File: src/rtl/dmem_arbiter_pkg.sv
// Shared constants for the data-memory arbiter: default widths, port ids, lock bound.
// Pure declarations; no timing or flow control of its own.
package dmem_arbiter_pkg;

    localparam int AW_DEF       = 8;
    localparam int DW_DEF       = 8;
    localparam int LOCK_MAX_DEF = 16;

    localparam logic PORT_CORE = 1'b0;
    localparam logic PORT_DMA  = 1'b1;

    function automatic logic other_port(input logic p);
        return ~p;
    endfunction

endpackage

File: src/rtl/dmem_arbiter_pick.sv
// Two-request one-hot picker: round-robin tie break, honouring a held lock unless forced off.
// Purely combinational; a port that is not picked simply keeps requesting.
module rr_pick2 (
    input  logic [1:0] req,
    input  logic       last_gnt,
    input  logic       lock_valid,
    input  logic       lock_owner,
    input  logic       force_switch,
    output logic [1:0] gnt
);

    logic winner;

    always_comb begin
        winner = 1'b0;
        gnt    = 2'b00;
        case (req)
            2'b01: gnt = 2'b01;
            2'b10: gnt = 2'b10;
            2'b11: begin
                if (lock_valid) begin
                    winner = force_switch ? ~lock_owner : lock_owner;
                end else begin
                    winner = ~last_gnt;
                end
                gnt = winner ? 2'b10 : 2'b01;
            end
            default: gnt = 2'b00;
        endcase
    end

endmodule

File: src/rtl/dmem_arbiter.sv
// Two-port arbiter in front of a single-port data memory; one access per clock.
// Grant is combinational, read data returns one cycle after grant; losers hold req until granted.
module dmem_arbiter
    import dmem_arbiter_pkg::*;
#(
    parameter int AW       = AW_DEF,
    parameter int DW       = DW_DEF,
    parameter int LOCK_MAX = LOCK_MAX_DEF
) (
    input  logic          clk,
    input  logic          reset,
    input  logic          p0_req,
    input  logic          p0_we,
    input  logic          p0_lock,
    input  logic [AW-1:0] p0_addr,
    input  logic [DW-1:0] p0_wdata,
    output logic          p0_gnt,
    output logic          p0_rvalid,
    output logic [DW-1:0] p0_rdata,
    input  logic          p1_req,
    input  logic          p1_we,
    input  logic          p1_lock,
    input  logic [AW-1:0] p1_addr,
    input  logic [DW-1:0] p1_wdata,
    output logic          p1_gnt,
    output logic          p1_rvalid,
    output logic [DW-1:0] p1_rdata,
    output logic          mem_write_en,
    output logic [AW-1:0] mem_addr,
    output logic [DW-1:0] mem_data_in,
    input  logic [DW-1:0] mem_data_out
);

    localparam logic [7:0] LOCK_MAX_C = 8'(LOCK_MAX);

    logic          last_gnt_q,  last_gnt_d;
    logic          lock_vld_q,  lock_vld_d;
    logic          lock_own_q,  lock_own_d;
    logic [7:0]    lock_cnt_q,  lock_cnt_d;
    logic [1:0]    rvalid_q,    rvalid_d;
    logic [DW-1:0] p0_rdata_q,  p0_rdata_d;
    logic [DW-1:0] p1_rdata_q,  p1_rdata_d;

    logic [1:0] req, lock_in, we_in, gnt_raw, gnt;
    logic       force_switch, xfer, win, win_we;

    assign req     = {p1_req,  p0_req};
    assign lock_in = {p1_lock, p0_lock};
    assign we_in   = {p1_we,   p0_we};

    // A lock only counts while its owner is still asking for the memory.
    assign force_switch = lock_vld_q && req[lock_own_q] && (&req) && (lock_cnt_q >= LOCK_MAX_C);

    rr_pick2 u_pick (
        .req          (req),
        .last_gnt     (last_gnt_q),
        .lock_valid   (lock_vld_q && req[lock_own_q]),
        .lock_owner   (lock_own_q),
        .force_switch (force_switch),
        .gnt          (gnt_raw)
    );

    assign gnt    = reset ? 2'b00 : gnt_raw;
    assign p0_gnt = gnt[PORT_CORE];
    assign p1_gnt = gnt[PORT_DMA];
    assign xfer   = |gnt;
    assign win    = gnt[PORT_DMA];
    assign win_we = we_in[win];

    always_comb begin
        mem_write_en = 1'b0;
        mem_addr     = '0;
        mem_data_in  = '0;
        if (gnt[PORT_CORE]) begin
            mem_write_en = p0_we;
            mem_addr     = p0_addr;
            mem_data_in  = p0_wdata;
        end else if (gnt[PORT_DMA]) begin
            mem_write_en = p1_we;
            mem_addr     = p1_addr;
            mem_data_in  = p1_wdata;
        end
    end

    always_comb begin
        last_gnt_d = last_gnt_q;
        lock_vld_d = lock_vld_q;
        lock_own_d = lock_own_q;
        lock_cnt_d = lock_cnt_q;
        rvalid_d   = 2'b00;
        p0_rdata_d = p0_rdata_q;
        p1_rdata_d = p1_rdata_q;
        if (xfer) begin
            last_gnt_d = win;
            if (force_switch) begin
                lock_vld_d = 1'b0;
                lock_cnt_d = '0;
            end else if (lock_in[win]) begin
                lock_vld_d = 1'b1;
                lock_own_d = win;
                // Only time spent starving the other port counts toward the bound.
                if (!req[other_port(win)]) begin
                    lock_cnt_d = '0;
                end else if (lock_vld_q && lock_own_q == win) begin
                    lock_cnt_d = (lock_cnt_q >= LOCK_MAX_C) ? LOCK_MAX_C : lock_cnt_q + 8'd1;
                end else begin
                    lock_cnt_d = 8'd1;
                end
            end else begin
                lock_vld_d = 1'b0;
                lock_cnt_d = '0;
            end
            if (!win_we) begin
                rvalid_d[win] = 1'b1;
                if (win == PORT_CORE) p0_rdata_d = mem_data_out;
                else                  p1_rdata_d = mem_data_out;
            end
        end else begin
            if (!req[lock_own_q])             lock_vld_d = 1'b0;
            if (!req[other_port(lock_own_q)]) lock_cnt_d = '0;
        end
    end

    always_ff @(posedge clk) begin
        if (reset) begin
            last_gnt_q <= PORT_DMA;
            lock_vld_q <= 1'b0;
            lock_own_q <= PORT_CORE;
            lock_cnt_q <= '0;
            rvalid_q   <= 2'b00;
            p0_rdata_q <= '0;
            p1_rdata_q <= '0;
        end else begin
            last_gnt_q <= last_gnt_d;
            lock_vld_q <= lock_vld_d;
            lock_own_q <= lock_own_d;
            lock_cnt_q <= lock_cnt_d;
            rvalid_q   <= rvalid_d;
            p0_rdata_q <= p0_rdata_d;
            p1_rdata_q <= p1_rdata_d;
        end
    end

    // A read completing just before reset must not be reported during the reset cycle.
    assign p0_rvalid = rvalid_q[PORT_CORE] & ~reset;
    assign p1_rvalid = rvalid_q[PORT_DMA]  & ~reset;
    assign p0_rdata  = p0_rdata_q;
    assign p1_rdata  = p1_rdata_q;

endmodule

File: config.mk
export PLATFORM = sky130hd
export DESIGN_NAME = dmem_arbiter
export DESIGN_NICKNAME = d
export VERILOG_FILES = /design/src/rtl/dmem_arbiter_pkg.sv /design/src/rtl/dmem_arbiter_pick.sv /design/src/rtl/dmem_arbiter.sv
export SDC_FILE = /design/constraint.sdc
export NUM_CORES = 1
export LEC_CHECK = 0
export BUFFER_PORTS_ARGS = -buffer_cell sky130_fd_sc_hd__buf_2
export CORE_ASPECT_RATIO = 0.9
export CORE_MARGIN = 5
export CORE_UTILIZATION = 42
export CTS_CLUSTER_SIZE = 25
export DETAILED_ROUTE_END_ITERATION = 12
export PLACE_DENSITY = 0.81
export SLEW_MARGIN = 25
export SYNTH_ARGS = -nofsm -noshare
export SYNTH_HDL_FRONTEND = slang
export SYNTH_SLANG_ARGS = --single-unit
File: constraint.sdc
create_clock -name clk -period 2.1 [get_ports clk]
set_clock_uncertainty 0.05 [all_clocks]
set_input_delay 0.21 -clock clk [delete_from_list [all_inputs] [get_ports clk]]
set_output_delay 0.21 -clock clk [all_outputs]
set_load 0.01 [all_outputs]
==> results.json, run 1 <==
{
  "status": "finished, violations left",
  "violations": "setup timing",
  "synth_top_area_share": 0.415,
  "vias": 1500,
  "path_class": "reg2out",
  "wl_mm": 4.02,
  "overflow": 0,
  "grt_max_degree": 23,
  "required_ns": 1.84,
  "reg2reg_depth": 7,
  "power_leakage_nw": 1.08,
  "post-route-period-util": 1.06,
  "end_kind": "primary output",
  "place_hpwl_mm": 2.98,
  "drive_above_1_share": 0.508,
  "htreeDepth": 2,
  "antenna_found_initial": 0,
  "crit_end": "mem_data_in[4]",
  "core_mm2": 0.00314,
  "min_period_ns": 2.22,
  "first_pass_iters": 4,
  "worstPathMaxFanout": 8,
  "syn2layout_area_growth_pct": 61.0,
  "finalPower_mw": 1.45,
  "initial_core_util": 0.445,
  "drc_errors": 0,
  "clk_pin_slew_ns": 0.06,
  "max_freq_ghz": 0.450,
  "synth_cell_types": 35,
  "slew_headroom": 0.622,
  "place_ws_ns": -0.123,
  "syn_area_per_cell_um2": 9.64,
  "ys_warn_count": 0,
  "setup_ws_ns": -0.124,
  "place.gp.congestion": 0.832,
  "dieArea_mm2": 0.00458,
  "track_usage": 0.173,
  "numClockSinks": 29,
  "ctsHoldBuffers": 0,
  "synthTopCellsByArea": "dfxtp_1, mux2i_1, a22o_1",
  "start_kind": "register",
  "crit_arrival_ns": 1.96,
  "wl_per_cell_um": 13.6,
  "worstReg2RegEnd": "lock_cnt_q[1]",
  "final_common_cell": "buf_2",
  "vdd_drop_max_v": 0.000564,
  "port-buffer-count": 84,
  "cts_tree": "yes",
  "rows": 19,
  "worst_pin_slew_ns": 0.562,
  "yosysTopAreaCell": "dfxtp_1",
  "route.antenna.remaining_nets": 0,
  "timing.rr.start": "lock_cnt_q[7]",
  "diodes": 0,
  "die_w_um": 70.8,
  "holdCritPathClass": "in2reg",
  "synth.cell_area_mm2": 0.00140,
  "yosys_register_bits": 29,
  "ys_seq_area_frac": 0.415,
  "maxCapViolCount": 0,
  "cts_made_buffers": 5,
  "clock_latency_ns": 0.27,
  "pin_count": 85,
  "p_per_area_mw_per_mm2": 644,
  "maxSlewViolCount": 0,
  "netlist_instances": 145,
  "layout.nets": 303,
  "final_cell_mix": "buf_2, dfxtp_1, nor2_1",
  "rsz0062_at_grt": "yes",
  "die_y_um": 64.7,
  "drt_iter0_drc": 32,
  "cts-root-buf": "clkbuf_8",
  "cts_buffer_depth": 2,
  "worstSetupStartpoint": "lock_cnt_q[4]",
  "r2r_slack_ns": 0.14,
  "finalSetupViolCount": 17,
  "grt_pass1_vias": 1472,
  "hold_viol": 0,
  "grt_pass1_wl_mm": 6.47,
  "routed_via_density": 5.07
}
==> worst max-delay path, cell delays in order, from the launching register on <==
cell     delay (ns)
dfxtp_2        0.33
or4_4          0.53
nor3_4         0.19
nor3_4         0.11
buf_16         0.18
a22o_1         0.21
buf_2          0.14
==> cell families (layout without fill, tap and decap cells) <==
family                   count (synthesis)  after routing  synth area share
other                                    1              3           0.00268
XOR/XNOR                                 3              3            0.0188
buffers and inverters                   13            120            0.0439
AND/OR/NAND/NOR                         48             48             0.188
AO/OA/AOI/OAI                           32             32             0.192
flip-flops                              29             29             0.415
adder cells (fa/ha/maj)                  2              2            0.0179
multiplexers                            17             17             0.122
==> state kept, by name (all words and copies together), names as in the netlist <==
register,cells
lock_own_q,1
p0_rdata,8
p1_rdata,8
rvalid_q,2
lock_cnt_q,8
last_gnt_q,1
lock_vld_q,1
==> what timing repair did <==
item,in CTS,in global routing
endpoints found under the setup margin,19,23
gates cloned,2,0
setup buffers,5,2
gates resized for setup,9,7
pin swaps,21,1
==> final cells by class <==
class,instances,area [um^2]
fill,255,888
clock buffer,7,86.3
inverter,4,15.0
sequential,29,583
tap,42,52.6
multi-input combinational,105,813
timing repair buffer,108,669
clock inverter,1,30.0
==> how the worst min path moves through the flow <==
stage	from	endpoint	depth (start not counted)
global route	mem_data_out[6]	p1_rdata[6]	3
global placement	mem_data_out[0]	p1_rdata[0]	3
detailed placement	mem_data_out[1]	p1_rdata[1]	3
CTS	mem_data_out[6]	p1_rdata[6]	3
floorplan	mem_data_out[0]	p0_rdata[0]	2
finish	mem_data_out[0]	p1_rdata[0]	3
==> where the power goes <==
group	internal [mW]	leakage, nW	total (mW)	switching [mW]
registers	0.572	0.237	0.587	0.0151
clock network	0.386	0.0585	0.575	0.189
logic	0.152	0.785	0.288	0.136
==> synthesized netlist by cell type <==
library cell / instances
or4_4: 1
conb_1: 1
a211oi_1: 1
a31oi_1: 1
nand2b_1: 1
nor2_1: 21
mux2i_1: 17
nor4_4: 1
a22o_1: 17
dfxtp_1: 29
nor2b_1: 3
nand2_1: 4
o31ai_1: 1
o211ai_1: 1
a21oi_1: 3
inv_1: 4
buf_2: 4
clkbuf_1: 4
nor4_1: 1
a211oi_4: 1
xor2_1: 1
o311ai_0: 2
a2111oi_2: 1
ha_1: 2
buf_6: 1
nor3b_1: 3
nor3_2: 1
xnor2_1: 2
nand3b_1: 2
nor3_1: 4
o21ai_0: 3
or2b_2: 1
o21a_1: 1
and4_1: 1
nand3_1: 4
==> per-layer routing <==
metal  track usage  part of all wire
met1         0.182              0.40
met2         0.322              0.48
met3        0.0726              0.11
met4        0.0376            0.0052
met5             0                 0
==> metrics by stage <==
stage          hold slack [ns]  setup TNS (ns)   util  instances  area, um^2
2_1_floorplan            0.307               0      -        147        1410
3_3_place_gp             0.409          -0.352  0.622        279        1950
3_5_place_dp             0.428           -1.63  0.622        279        1950
4_1_cts                  0.135           -1.81  0.707        294        2220
5_1_grt                  0.137           -3.14  0.717        296        2250
6_report                 0.143           -1.83  0.717        296        2250
(Power assumes the default switching activity.)
==> run 2: changes to the inputs <==
--- a/config.mk
+++ b/config.mk
@@ -5,13 +5,15 @@
 export SDC_FILE = /design/constraint.sdc
 export NUM_CORES = 1
 export LEC_CHECK = 0
+export ABC_AREA = 1
 export BUFFER_PORTS_ARGS = -buffer_cell sky130_fd_sc_hd__buf_2
+export CAP_MARGIN = 30
 export CORE_ASPECT_RATIO = 0.9
 export CORE_MARGIN = 5
 export CORE_UTILIZATION = 42
 export CTS_CLUSTER_SIZE = 25
 export DETAILED_ROUTE_END_ITERATION = 12
-export PLACE_DENSITY = 0.81
+export PLACE_DENSITY = 0.78
 export SLEW_MARGIN = 25
 export SYNTH_ARGS = -nofsm -noshare
 export SYNTH_HDL_FRONTEND = slang
==> results.json, run 2 <==
{
  "status": "finished, final reports clean",
  "clock_latency_ns": 0.34,
  "grt_pass1_vias": 1447,
  "utilization": 0.662,
  "ys.flop_type": "dfxtp_1",
  "p_per_area_mw_per_mm2": 591,
  "grt_pass1_wl_mm": 6.47,
  "vias": 1518,
  "routed_via_density": 4.82,
  "max_freq_ghz": 0.490,
  "synthTopCellsByCount": "nand2_1, dfxtp_1, a22o_1, nor2_1",
  "cts-root-buf": "clkbuf_4",
  "track_usage": 0.181,
  "die_y_um": 63.8,
  "whs_ns": 0.0841,
  "tns_ns": 0,
  "rows": 19,
  "yosys_register_bits": 29,
  "min_period_ns": 2.04,
  "drc_errors": 0,
  "antenna_found_initial": 0,
  "worstPathMaxFanout": 17,
  "numClockSinks": 29,
  "min_path_cells": 3,
  "ys_warn_count": 0,
  "min_to": "p0_rdata[5]",
  "r2r_slack_ns": 0.25,
  "timing.rr.start": "lock_own_q",
  "diodes": 0,
  "switchingPower_mw": 0.343,
  "place_hpwl_mm": 3.06,
  "power_frac_clock": 0.290,
  "ys_seq_area_frac": 0.430,
  "synth_top_area_share": 0.430,
  "dieArea_mm2": 0.00445,
  "overflow": 0,
  "cts_made_buffers": 5,
  "drt_iter0_drc": 36,
  "rsz0062_at_grt": "yes",
  "start_kind": "register",
  "sw_frac_of_total": 0.286,
  "required_ns": 1.84,
  "synthArstFlopShare": 0,
  "maxCapViolCount": 0,
  "syn2layout_area_growth_pct": 50.5,
  "combPwrFrac": 0.224,
  "hold_viol": 0,
  "die_w_um": 69.7,
  "yosysTopAreaCell": "dfxtp_1",
  "grt_max_degree": 18,
  "vdd_drop_max_v": 0.000545,
  "end_kind": "primary output",
  "place_ws_ns": 0.215,
  "finalSetupViolCount": 0,
  "worstReg2RegEnd": "lock_cnt_q[4]",
  "hp-start": "mem_data_out[5]",
  "syn_area_per_cell_um2": 7.84,
  "synth.cell_area_mm2": 0.00135,
  "wl_per_cell_um": 13.3,
  "htreeDepth": 2,
  "crit_arrival_ns": 1.78,
  "core_mm2": 0.00307,
  "maxSlewViolCount": 0,
  "synth_cell_types": 30,
  "power_leakage_nw": 1.05,
  "netlist_instances": 172,
  "route.antenna.remaining_nets": 0,
  "initial_core_util": 0.440,
  "yosysMostFrequentCell": "nand2_1",
  "pin_count": 85,
  "path_class": "reg2out",
  "first_pass_iters": 4,
  "synthTopCellsByArea": "dfxtp_1, a22o_1, nand2_1",
  "holdCritPathClass": "in2reg",
  "setup_ws_ns": 0.0592,
  "place.gp.congestion": 0.885,
  "final_cell_mix": "buf_2, nand2_1, dfxtp_1",
  "worstSetupStartpoint": "lock_own_q",
  "post-route-period-util": 0.972,
  "cts_buffer_depth": 2,
  "wl_mm": 4.19,
  "drive_above_1_share": 0.465,
  "layout.nets": 323,
  "port-buffer-count": 84,
  "intPower_mw": 0.856,
  "reg2reg_depth": 10,
  "final_common_cell": "buf_2",
  "pwr-share-seq": 0.486,
  "clk_pin_slew_ns": 0.08,
  "cts_tree": "yes",
  "synth-edff-count": 0
}
run 2: cell types whose count changed after synthesis, moves of 3 or more:
cell,before,now
buf_2,4,1
nand2_2,0,3
mux2i_1,17,0
inv_1,4,12
a21oi_1,3,12
nor2_1,21,16
nand2_1,4,30
nor3_1,4,12
o21ai_0,3,9
nand3_1,4,7
nor3b_1,3,0
nor2b_1,3,0
run 2: how the worst max path moves through the flow:
stage / endpoint / depth (start not counted)
final: mem_addr[1] / 10
after global routing: mem_addr[1] / 11
after CTS: mem_addr[1] / 11
after detailed placement: lock_cnt_q[4] / 11
after global placement: lock_cnt_q[4] / 11
after floorplan: mem_addr[6] / 9
run 2: per-stage QoR:
step	power, mW	cell area [um^2]	instances
finish	1.20	2030	315
global route	1.26	2030	315
CTS	1.19	1970	312
detailed placement	0.838	1850	299
global placement	0.835	1850	299
floorplan	0.722	1360	174
run 2: what timing repair did:
action	4_1_cts	5_1_grt
hold buffers	0	0
gates resized for setup	5	10
setup buffers	6	3
setup endpoints to repair	17	17
pin swaps	3	7
run 2: logic make-up (layout without fill, tap and decap cells):
group / after synthesis / after routing / share of synthesized area
AOI/OAI and AO/OA: 40 / 40 / 0.206
xor gates and xnor gates: 1 / 1 / 0.00649
adders and majority gates: 2 / 2 / 0.0185
buffers and inverters: 22 / 121 / 0.0686
DFF: 29 / 29 / 0.430
other: 1 / 3 / 0.00278
and+or+nand+nor: 77 / 77 / 0.267
run 2: critical path, stage by stage (launching register included):
cell and delay, ns:
dfxtp_4 0.38, inv_2 0.06, nand2_2 0.05, nand3_2 0.08, a21oi_2 0.19, nand2_4 0.09, nand2_4 0.08, nor2_4 0.04
buf_12 0.15, a22o_1 0.20, buf_2 0.14
run 2: area by class of cell:
class | count | area, um^2
Sequential cell | 29 | 586
Clock buffer | 7 | 55.1
Tap cell | 42 | 52.6
Fill cell | 248 | 1040
Inverter | 16 | 61.3
Multi-Input combinational cell | 123 | 724
Timing Repair Buffer | 98 | 551
run 2: power groups by stage:
stage | Clock, mW | Combinational [mW] | Sequential (mW)
after floorplan | 0 | 0.121 | 0.600
after global placement | 0 | 0.240 | 0.594
after detailed placement | 0 | 0.243 | 0.594
after CTS | 0.350 | 0.260 | 0.582
after global routing | 0.381 | 0.296 | 0.585
final | 0.348 | 0.269 | 0.582
run 2: routing by layer:
| metal | wire, um | track usage |
|---|---|---|
| met4 | 85 | 0.0837 |
| met5 | 0 | 0 |
| met2 | 1990 | 0.302 |
| met3 | 416 | 0.0878 |
| met1 | 1700 | 0.196 |
==> run 3: changes to the inputs <==
--- a/config.mk
+++ b/config.mk
@@ -5,7 +5,6 @@
 export SDC_FILE = /design/constraint.sdc
 export NUM_CORES = 1
 export LEC_CHECK = 0
-export ABC_AREA = 1
 export BUFFER_PORTS_ARGS = -buffer_cell sky130_fd_sc_hd__buf_2
 export CAP_MARGIN = 30
 export CORE_ASPECT_RATIO = 0.9
@@ -13,7 +12,7 @@
 export CORE_UTILIZATION = 42
 export CTS_CLUSTER_SIZE = 25
 export DETAILED_ROUTE_END_ITERATION = 12
-export PLACE_DENSITY = 0.78
+export PLACE_DENSITY = 0.77
 export SLEW_MARGIN = 25
 export SYNTH_ARGS = -nofsm -noshare
 export SYNTH_HDL_FRONTEND = slang
==> results.json, run 3 (same netlist as run 1, synthesis figures left out) <==
{
  "dieArea_mm2": 0.00458,
  "post-route-period-util": 1.07,
  "maxSlewViolCount": 0,
  "r2r_slack_ns": 0.06,
  "final_common_cell": "buf_2",
  "intPower_mw": 1.09,
  "slew_headroom": 0.611,
  "overflow": 0,
  "sw_frac_of_total": 0.234,
  "clk_pin_slew_ns": 0.06,
  "status": "finished, violations left",
  "wl_mm": 3.93,
  "violations": "setup timing",
  "vdd_drop_max_v": 0.000562,
  "wl_per_cell_um": 13.5,
  "final_area_mm2": 0.00215,
  "grt_pass1_vias": 1405,
  "place.gp.congestion": 0.795,
  "grt_pass1_wl_mm": 6.24,
  "grt_max_degree": 23,
  "multiInputGateArea_um2": 816,
  "first_pass_iters": 4,
  "port-buffer-count": 84,
  "maxCapViolCount": 0,
  "drt_iter0_drc": 39,
  "reg2reg_depth": 9,
  "worstPathMaxFanout": 18,
  "final_cell_mix": "buf_2, dfxtp_1, nor2_1",
  "seq_area_um2": 582,
  "syn2layout_area_growth_pct": 54.1,
  "hold_viol": 0,
  "route.antenna.remaining_nets": 0,
  "required_ns": 1.84,
  "initial_core_util": 0.445,
  "place_ws_ns": -0.121,
  "place_area_mm2": 0.00193,
  "pwr-share-seq": 0.413,
  "antenna_found_initial": 0,
  "worstSetupStartpoint": "lock_cnt_q[6]",
  "track_usage": 0.165,
  "die_y_um": 64.7,
  "power_leakage_nw": 1.03,
  "setup_ws_ns": -0.140,
  "diodes": 0,
  "path_class": "reg2out",
  "min_period_ns": 2.24,
  "worstReg2RegEnd": "p1_rdata[3]",
  "power_frac_clock": 0.402,
  "nFillCells": 258,
  "crit_end": "mem_addr[5]",
  "end_kind": "primary output",
  "finalPower_mw": 1.42,
  "p_per_area_mw_per_mm2": 661,
  "combPwrFrac": 0.185,
  "rsz0062_at_grt": "yes",
  "timing.rr.start": "lock_cnt_q[6]",
  "cts_buffer_depth": 2,
  "switchingPower_mw": 0.333,
  "worst_pin_slew_ns": 0.578,
  "cts-root-buf": "clkbuf_8",
  "die_w_um": 70.8,
  "routed_via_density": 5.12,
  "crit_arrival_ns": 1.98,
  "layout.nets": 297,
  "drc_errors": 0,
  "htreeDepth": 2,
  "numClockSinks": 29,
  "drive_above_1_share": 0.488,
  "max_freq_ghz": 0.446,
  "clock_latency_ns": 0.27,
  "pin_count": 85,
  "finalSetupViolCount": 17,
  "start_kind": "register",
  "cts_made_buffers": 5,
  "rows": 19,
  "place_hpwl_mm": 2.92,
  "core_mm2": 0.00314,
  "vias": 1485,
  "holdCritPathClass": "in2reg",
  "cts_tree": "yes"
}
## run 3: cell count changes in the layout (fill, tap and decap cells not counted), moves of 4 or more
| cell | before | now |
|---|---|---|
| nand2_1 | 27 | 4 |
| mux2i_1 | 0 | 16 |
| nor3_1 | 12 | 2 |
| a21oi_1 | 11 | 2 |
| inv_1 | 12 | 4 |
| nor2_1 | 14 | 21 |
| o21ai_0 | 9 | 3 |
| clkbuf_4 | 5 | 0 |
| clkbuf_8 | 1 | 6 |
| buf_4 | 12 | 16 |
| nand2_2 | 4 | 0 |
| nand3_2 | 4 | 0 |
## run 3: worst min path at each step
stage | startpoint | endpoint | slack [ns] | cells past startpoint
final | mem_data_out[6] | p0_rdata[6] | 0.14 | 3
after global routing | mem_data_out[1] | p0_rdata[1] | 0.15 | 3
after CTS | mem_data_out[6] | p0_rdata[6] | 0.14 | 3
after detailed placement | mem_data_out[2] | p0_rdata[2] | 0.42 | 3
after global placement | mem_data_out[7] | p1_rdata[7] | 0.41 | 3
after floorplan | mem_data_out[0] | p0_rdata[0] | 0.31 | 2
## run 3: per-stage QoR
stage          utilization  hold slack, ns  TNS (ns)  instances
2_1_floorplan            -           0.307         0        147
3_5_place_dp         0.614           0.419     -1.85        276
5_1_grt              0.686           0.149     -3.26        290
6_report             0.686           0.143     -2.06        290
4_1_cts              0.679           0.137     -1.65        289
3_3_place_gp         0.614           0.411    -0.734        276
## run 3: worst max-delay path, stage by stage, from the launching register on
cell and delay [ns]:
dfxtp_2 0.33, or4_4 0.56, nor3_4 0.20, nor3_4 0.08
buf_12 0.17, a22o_1 0.23, buf_2 0.14
## run 3: cell type report
class | instances | share of cell area
sequential | 29 | 0.270
tap | 42 | 0.0244
inverter | 4 | 0.00697
clock inverter | 1 | 0.0139
multi-input combinational | 105 | 0.379
clock buffer | 7 | 0.0401
timing repair buffer | 102 | 0.266
## run 3: power by group through the flow
stage          combinational (mW)  sequential (mW)  clock, mW
3_5_place_dp                0.244            0.599          0
4_1_cts                     0.260            0.588      0.588
3_3_place_gp                0.242            0.599          0
5_1_grt                     0.288            0.591      0.616
6_report                    0.263            0.588      0.572
2_1_floorplan               0.129            0.599          0
## run 3: layer usage
layer  track usage  share of wire
met4        0.0399         0.0056
met3        0.0634           0.11
met1         0.188           0.39
met5             0              0
met2         0.292           0.49
## run 3: repair_timing
item	in CTS	in global routing
hold buffers	0	0
resized for setup	7	4
buffers inserted	5	1
pin swaps	4	0
endpoints found under the setup margin	19	21
